[config.mk]
export PLATFORM = sky130hd
export DESIGN_NAME = logarithm_approximate
export DESIGN_NICKNAME = d
export VERILOG_FILES = /design/src/rtl/log_approx_pkg.sv /design/src/rtl/log_normalize.sv /design/src/rtl/logarithm_approximate.sv
export SDC_FILE = /design/constraint.sdc
export NUM_CORES = 2
export LEC_CHECK = 0
export CORE_ASPECT_RATIO = 0.8
export CORE_MARGIN = 4
export CORE_UTILIZATION = 30
export DETAILED_ROUTE_END_ITERATION = 8
export GPL_ROUTABILITY_DRIVEN = 0
export HOLD_SLACK_MARGIN = 0.12
export PLACE_DENSITY = 0.5
export SLEW_MARGIN = 20
export SYNTH_ARGS = -nofsm -noshare
export SYNTH_HDL_FRONTEND = slang
export SYNTH_SLANG_ARGS = --single-unit
[constraint.sdc]
create_clock -name clk -period 13.6 [get_ports clk]
set_input_delay 1.36 -clock clk [delete_from_list [all_inputs] [get_ports clk]]
set_output_delay 1.36 -clock clk [all_outputs]
set_load 0.005 [all_outputs]
[src/rtl/log_approx_pkg.sv]
// Shared constants, FSM state type and polynomial coefficient table for logarithm_approximate.
// All values are signed Q16.16.
package log_approx_pkg;

   localparam int FRAC_BITS = 16;
   localparam logic signed [31:0] LN2       = 32'sh0000B172;
   localparam logic signed [31:0] LN_OF_MIN = 32'shFFF4E8DF;

   typedef enum logic [2:0] {
      S_IDLE  = 3'd0,
      S_NORM  = 3'd1,
      S_POLY  = 3'd2,
      S_SCALE = 3'd3,
      S_DONE  = 3'd4
   } state_t;

   // Coefficient k[idx] of log2(1+f) ~= sum k[i]*f^i on f in [0,1); zero beyond the degree.
   function automatic logic signed [31:0] coef(input int deg, input int idx);
      logic signed [31:0] r;
      r = '0;
      case (deg)
         2: case (idx)
               1:       r = 32'sd88254;
               2:       r = -32'sd22718;
               default: r = '0;
            endcase
         4: case (idx)
               1:       r = 32'sd94538;
               2:       r = -32'sd46753;
               3:       r = 32'sd27925;
               4:       r = -32'sd10174;
               default: r = '0;
            endcase
         default: case (idx)
               1:       r = 32'sd93514;
               2:       r = -32'sd38290;
               3:       r = 32'sd10313;
               default: r = '0;
            endcase
      endcase
      return r;
   endfunction

endpackage

[src/rtl/log_normalize.sv]
// Combinational leading-one detector: splits a positive Q16.16 operand into exponent e
// and mantissa fraction f = a/2^e - 1.0 (Q16.16, truncated).
module log_normalize
   import log_approx_pkg::*;
#(
   parameter int BITS = 32
) (
   input  logic [BITS-1:0]        i_a,
   output logic signed [BITS-1:0] o_e,
   output logic [BITS-1:0]        o_f
);
   localparam int PW = $clog2(BITS);

   logic [PW-1:0]   w_p;
   logic [PW-1:0]   w_shamt;
   logic [BITS-1:0] w_shift;

   always_comb begin
      w_p = '0;
      for (int i = 0; i < BITS; i++) begin
         if (i_a[i]) w_p = PW'(i);
      end
   end

   // Leading one moves to bit BITS-2; the FRAC_BITS bits below it are the fraction.
   assign w_shamt = PW'(BITS - 2) - w_p;
   assign w_shift = i_a << w_shamt;
   assign o_f     = (w_shift >> (BITS - 2 - FRAC_BITS)) & BITS'((1 << FRAC_BITS) - 1);
   assign o_e     = $signed(BITS'(w_p)) - BITS'(FRAC_BITS);

endmodule

[src/rtl/logarithm_approximate.sv]
// Multi-cycle natural logarithm of a signed Q16.16 operand: normalise, Horner polynomial
// for log2(1+f), scale by ln2. Optional domain_err port: LOGARITHM_APPROXIMATE_DOMAIN_ERR_EN.
module logarithm_approximate
   import log_approx_pkg::*;
#(
   parameter int BITS        = 32,
   parameter     PRECISION   = "FIXED_16_16",
   parameter int POLY_DEGREE = 3
) (
   input  logic            clk,
   input  logic            rst,
   input  logic            in_valid,
   output logic            in_ready,
   input  logic [BITS-1:0] a,
   output logic            out_valid,
   output logic [BITS-1:0] c
`ifdef LOGARITHM_APPROXIMATE_DOMAIN_ERR_EN
   ,
   output logic            domain_err
`endif
);
   localparam int CW = 3;

   if (PRECISION != "FIXED_16_16") begin : g_bad_precision
      $error("logarithm_approximate: only FIXED_16_16 is supported");
   end
   if (POLY_DEGREE < 2 || POLY_DEGREE > 4) begin : g_bad_degree
      $error("logarithm_approximate: POLY_DEGREE must be 2..4");
   end

   logic signed [BITS-1:0] w_k [0:4];
   for (genvar gi = 0; gi <= 4; gi++) begin : g_coef
      assign w_k[gi] = BITS'(coef(POLY_DEGREE, gi));
   end

   state_t                 r_state;
   logic [CW-1:0]          r_cnt;
   logic [BITS-1:0]        r_a;
   logic signed [BITS-1:0] r_e;
   logic signed [BITS-1:0] r_f;
   logic signed [BITS-1:0] r_acc;
   logic                   r_neg;
   logic                   r_in_ready;
   logic                   r_out_valid;
   logic [BITS-1:0]        r_c;
`ifdef LOGARITHM_APPROXIMATE_DOMAIN_ERR_EN
   logic                   r_domain_err;
`endif

   logic signed [BITS-1:0]   w_norm_e;
   logic [BITS-1:0]          w_norm_f;
   logic signed [BITS-1:0]   w_scale_in;
   logic signed [2*BITS-1:0] w_mul_a;
   logic signed [2*BITS-1:0] w_mul_b;
   logic signed [2*BITS-1:0] w_prod_full;
   logic signed [BITS-1:0]   w_prod;

   log_normalize #(.BITS(BITS)) u_norm (
      .i_a (r_a),
      .o_e (w_norm_e),
      .o_f (w_norm_f)
   );

   // Single shared multiplier: Horner step in POLY, ln2 scaling in SCALE.
   assign w_scale_in = (r_e <<< FRAC_BITS) + r_acc;

   always_comb begin
      w_mul_a = (2*BITS)'(r_acc);
      w_mul_b = (2*BITS)'(r_f);
      if (r_state == S_SCALE) begin
         w_mul_a = (2*BITS)'(w_scale_in);
         w_mul_b = (2*BITS)'(LN2);
      end
   end

   assign w_prod_full = w_mul_a * w_mul_b;
   assign w_prod      = BITS'(w_prod_full >>> FRAC_BITS);

   always_ff @(posedge clk or posedge rst) begin
      if (rst) begin
         r_state     <= S_IDLE;
         r_cnt       <= '0;
         r_a         <= '0;
         r_e         <= '0;
         r_f         <= '0;
         r_acc       <= '0;
         r_neg       <= 1'b0;
         r_in_ready  <= 1'b0;
         r_out_valid <= 1'b0;
         r_c         <= '0;
`ifdef LOGARITHM_APPROXIMATE_DOMAIN_ERR_EN
         r_domain_err <= 1'b0;
`endif
      end else begin
         r_out_valid <= 1'b0;
         case (r_state)
            S_IDLE: begin
               if (r_in_ready && in_valid) begin
                  r_a        <= a;
                  r_neg      <= a[BITS-1] || (a == '0);
                  r_in_ready <= 1'b0;
                  r_state    <= S_NORM;
               end else begin
                  r_in_ready <= 1'b1;
               end
            end
            S_NORM: begin
               r_e     <= w_norm_e;
               r_f     <= $signed(w_norm_f);
               r_acc   <= w_k[POLY_DEGREE];
               r_cnt   <= CW'(POLY_DEGREE - 1);
               r_state <= S_POLY;
            end
            S_POLY: begin
               r_acc <= w_prod + w_k[r_cnt];
               if (r_cnt == '0) r_state <= S_SCALE;
               else             r_cnt   <= r_cnt - CW'(1);
            end
            S_SCALE: begin
               // Non-positive operands still take the full latency, then clamp.
               r_c         <= r_neg ? BITS'(LN_OF_MIN) : w_prod;
               r_out_valid <= 1'b1;
`ifdef LOGARITHM_APPROXIMATE_DOMAIN_ERR_EN
               r_domain_err <= r_neg;
`endif
               r_state     <= S_DONE;
            end
            S_DONE: begin
               r_in_ready <= 1'b1;
               r_state    <= S_IDLE;
            end
            default: r_state <= S_IDLE;
         endcase
      end
   end

   assign in_ready  = r_in_ready;
   assign out_valid = r_out_valid;
   assign c         = r_c;
`ifdef LOGARITHM_APPROXIMATE_DOMAIN_ERR_EN
   assign domain_err = r_domain_err;
`endif

endmodule

==> Word level (Yosys, flattened, before mapping) <==
Memories as Yosys holds them, arrays and structs flattened.
Index checks and enable logic that the tools add are counted.
{ "op_classes": {"add_sub_neg": 5, "n_lt_le_gt_ge": 1, "mul": 1, "n_reduce_logical": 10, "bitwise_logic": 1, "n_mux": 45, "n_eq_ne": 7, "shift": 1} }
{ "op_table": {"columns": ["cell", "count"], "rows": [
  ["$mux W5", 30],
  ["$mux W32", 3],
  ["$mul A64 B64 Y48", 1],
  ["$mux W64", 1],
  ["$pmux W32 S2", 1],
  ["$add A22 B32 Y32", 1],
  ["$add A32 B32 Y32", 1],
  ["$logic_not A32 Y1", 1],
  ["$shl A32 B5 Y30", 1],
  ["$mux W16", 1],
  ["$pmux W3 S4", 1],
  ["$mux W3", 3],
  ["$eq A3 B2 Y1 const B", 2],
  ["$logic_not A3 Y1", 2],
  ["$ne A2 B2 Y1 const B", 3],
  ["$pmux W3 S2", 1],
  ["$reduce_and A2 Y1", 3],
  ["$sub A5 B5 Y6 const B", 1],
  ["$sub A5 B5 Y5 const A", 1],
  ["$ge A4 B4 Y1 const B", 1],
  ["$not A3 Y4", 1],
  ["$reduce_bool A2 Y1", 2],
  ["$eq A3 B1 Y1 const B", 1],
  ["$eq A3 B3 Y1 const B", 1],
  ["5 further kinds", 7]
]} }
{ "word_totals": {"input_bits": 35, "mem_bits_ro": 256, "regBits": 127, "n_memories": 1} }
{ "mem_list": {"columns": ["name", "depth", "width", "rd", "rd_clocked_by_memory_dff", "wr", "line_no", "rtl"], "rows": [
  ["(no name shown)", 8, 32, 1, 0, 0, "logarithm_approximate.sv:115", "r_acc <= w_prod + w_k[r_cnt];"]
]} }

==> Longest topological paths before layout <==
{ "logic_depth": {"word_depth": 33, "depth_mapped": 48, "depth_no_buf": 47} }

==> Hierarchy <==
A second synthesis with hierarchy kept.
{ "hier_totals": {"hier_cells": 4801, "area_unflattened_um2": 42887.4} }
{ "by_module_without_submodules": {"columns": ["module", "n_inst", "area_each_um2", "seq_area_each_um2", "cells_per_inst"], "rows": [
  ["logarithm_approximate", 1, 40372.5, 3828.7, 4479],
  ["log_normalize", 1, 2514.9, 0.0, 322]
]} }

==> Worst setup path before layout <==
Ideal clock, no wire load.
{ "synth_timing": {"kind": "register to register", "from": "register r_acc[17]", "to": "register r_acc[31]", "path_buffers": 1, "stages_incl_launch_ff": 46, "slack_ns": 3.689, "t_arrival_ns": 9.835, "synth_period_minus_slack_ns": 9.911, "path_cell_list": "dfrtp_1 > clkbuf_1 > inv_1 > fa_1 > nor2b_1 > o21ai_0 > a21boi_0 > o21ai_0 > a21boi_0 > o21ai_0 > a21boi_0 > nor2_1 > a21oi_1 > nor2_1 > fa_1 > inv_1 > fa_1 > fa_1 > (+10 left out) > and3_1 > o21ai_0 > nand2b_1 > a21oi_1 > xnor2_1 > ha_1 > a21o_1 > a21o_1 > a21o_1 > a21oi_1 > nand2b_1 > a41o_1 > o221a_1 > o311a_1 > a211o_1 > a21oi_2 > xnor3_1 > o21ai_1"} }
{ "synth_via": {"elab_chain_cells": 5} }
{ "synth_rtl": {"columns": ["item", "line_no", "rtl"], "rows": [
  ["start: declaration", "logarithm_approximate.sv:41", "logic signed [BITS-1:0] r_acc;"],
  ["start signal: assignment", "logarithm_approximate.sv:110", "r_acc <= w_k[POLY_DEGREE];"],
  ["start signal: assignment", "logarithm_approximate.sv:115", null],
  ["$add A22 B32 Y32", "logarithm_approximate.sv:65", "assign w_scale_in = (r_e <<< FRAC_BITS) + r_acc;"],
  ["$mux W64 (*)", "logarithm_approximate.sv:70", "if (r_state == S_SCALE) begin"],
  ["$mul A64 B64 Y48 (*)", "logarithm_approximate.sv:76", "assign w_prod_full = w_mul_a * w_mul_b;"],
  ["$add A32 B32 Y32 (*)", "logarithm_approximate.sv:115", null],
  ["$pmux W32 S2 (*)", "logarithm_approximate.sv:96", "case (r_state)"]
]} }
Mark *: on every way between the ends. The rest lies on a longest branch, timed or not.
A chain may end at the register's enable or synchronous reset.

==> Worst setup path after layout <==
{ "layout_timing": {"from": "register r_acc[16]", "to": "register r_acc[31]"} }
The elaborated chain is that of the path after synthesis.

==> impl_metrics.ini <==
[die]
die_area_um2 = 94500
start_util = 0.305
die_width_um = 343
placementRows = 97
core_um2 = 88200
io_pins = 69
die_y_um = 276

[critical_path]
path_max_fanout = 12
crit_path_frequent_cell = fa_1
reg2reg_depth = 45
cp.required_ns = 13.96
r2r_start = r_acc[16]
worst_setup_path_start_kind = flip-flop
crit_slowest_cell = dfrtp_1
crit_start = r_acc[16]
worst_path_largest_cell_delay_ns = 0.60
rrSetupSlack_ns = 2.14
crit_arrival_ns = 11.82
critPathKind = reg -> reg
end_kind = flip-flop
r2r_end = r_acc[31]

[min_path]
hold_end = r_f[14]
hp-class = reg -> reg
min_from = r_f[14]
min_delay_path_depth = 2

[clock_network]
cts_setup_buffers = 0
cts_hold_buf = 0
numCtsBuffers = 17
clock_latency_ns = 0.44
numClockSinks = 126
cts-root-buf = clkbuf_16
cts_tree = done
clk_pin_slew_ns = 0.07
htree_levels = 4
cts-resized-gates = 0
cts_buffer_depth = 2

[synth]
ys_seq_elements = 126
synth.yosys.warnings = 0
yosysMostFrequentCell = inv_1
synth_area_leaders = fa_1 (36%), dfrtp_1 (12%), inv_1 (8.8%)
syn-cell-area_um2 = 26900
syn_inst = 3106
synthDistinctLibCells = 92
synthFlopType = dfrtp_1
seq_area_frac_synth = 0.117
synth_edf_count = 0
synth.avg_cell_area_um2 = 8.65
yosysTopAreaCell = fa_1
ys_top_cells_by_count = inv_1 (631), fa_1 (484), nand2_1 (440)
yosys.area.top_type_share = 0.360
synth-async-reset-ratio = 1.00
syn_nets = 3787

[routing]
wirelength_um = 85900
dr_wl_met2_um = 36100
top_layer_used = met4
wl_per_cell_um = 20.1
vias = 21161
postRouteAntennaNets = 0
initialDrtViolationCount = 1717
first_pass_iters = 5
vias_per_cell = 4.95
remaining_drc_errors = 0
met1_length_um = 42400
wl_met3_um = 6050

[global_route]
overflow = 0
grt.total_usage = 0.187
antenna_found_initial = 2
grt_start_max_net_pins = 142
grt_first_pass_wirelength_um = 136000
first_global_vias = 21748

[cells_and_area]
instances_no_fill = 4277
seq_area_um2 = 3150
multi_input_area_um2 = 20700
synthToLayoutAreaGrowth_pct = 9.45
final_layout_size_suffix_gt1_frac = 0.0531
num-fill-cells = 9394
final_util = 0.333
nets = 3755

[timing]
period_needed_ns = 11.46
post-route-period-util = 0.842
fmax_mhz = 87.3
maxSlewHeadroom = 0.257
fin_skew_ns = 0.0146
slew_viol_final = 0
finalSetupViolations = 0
tightest_slew_ns = 1.11
tns_ns = 0
rsz0062_at_grt = false
hold_violations = 0

[placement]
io_buffers = 68
dpl.hpwl_um = 66900
dpl.cell_count = 4243

[run_status]
status = completed

[run]
cap_viol_max_count = 0
-- cells in the final DEF, fill, tap and decap left out, drive strengths merged, types with 8 or more instances in the layout --
master / instances
a211oi: 26
a21o: 37
a21oi: 85
a22o: 9
a31oi: 10
and2: 64
and3: 110
buf: 47
clkbuf: 18
clkdlybuf4s50: 68
dfrtp: 126
fa: 484
ha: 162
inv: 636
mux2: 41
mux2i: 29
nand2: 440
nand2b: 23
nand3: 37
nand4: 11
nor2: 166
nor2b: 31
nor3: 31
nor4: 15
o211ai: 14
o21a: 10
o21ai: 94
o21bai: 9
o221ai: 9
o22a: 24
o31ai: 8
or3: 10
xnor2: 46
xor2: 28
-- area by class of cell --
cell class / instances / share of cell area
timing repair buffer: 115 / 0.0356
sequential: 126 / 0.107
clock buffer: 18 / 0.0146
antenna: 2 / 0.000170
tap: 1188 / 0.0505
multi-input combinational: 2182 / 0.705
clock inverter: 14 / 0.00621
inverter: 632 / 0.0808
-- worst max-delay path: cells and delay by family, from the launching register on --
family	cells	cell delay, ns
compound gates	21	4.65
xor+xnor	2	0.64
fa+ha+maj	10	4.38
buf+inv	5	0.26
flops	1	0.60
simple gates	7	0.85
-- worst max-delay path by stage --
| stage | to | slack, ns | cells after the start |
|---|---|---|---|
| detailed placement | r_acc[31] | 2.35 | 45 |
| CTS | r_acc[31] | 2.32 | 45 |
| finish | r_acc[31] | 2.14 | 45 |
| global placement | r_acc[31] | 2.62 | 45 |
| global route | r_acc[31] | 1.43 | 45 |
| floorplan | r_acc[31] | 3.69 | 45 |
-- kinds of logic after synthesis --
family                   Yosys count  share of synthesized area
adder cells (fa/ha/maj)          646                      0.436
multiplexers                      77                     0.0338
AO/OA/AOI/OAI                    420                      0.108
buffers and inverters            798                      0.112
AND/OR/NAND/NOR                  964                      0.168
flip-flops                       126                      0.117
XOR/XNOR                          75                     0.0252
-- metrics by stage --
step	hold WS, ns	worst slack [ns]	cell area, µm²
after floorplan	0.452	3.69	26900
after global routing	0.518	1.43	29400
after CTS	0.489	2.32	29400
after detailed placement	0.476	2.35	28800
after global placement	0.467	2.62	28800
final	0.483	2.14	29400
-- registers in the layout, indices dropped and copies added, names as in the netlist --
register,cells
r_cnt,3
out_valid,1
r_acc,32
r_a,32
in_ready,1
r_state,3
r_e,5
c,32
r_f,16
r_neg,1
-- routing by layer --
metal	up-vias	track usage
met3	73	0.0374
met5	-	0.00152
met4	0	0.0333
met1	10734	0.284
met2	635	0.276
li1	9719	-
Power is not shown: default switching activity piles up to over one toggle a cycle in this logic, so the estimate is an artifact.
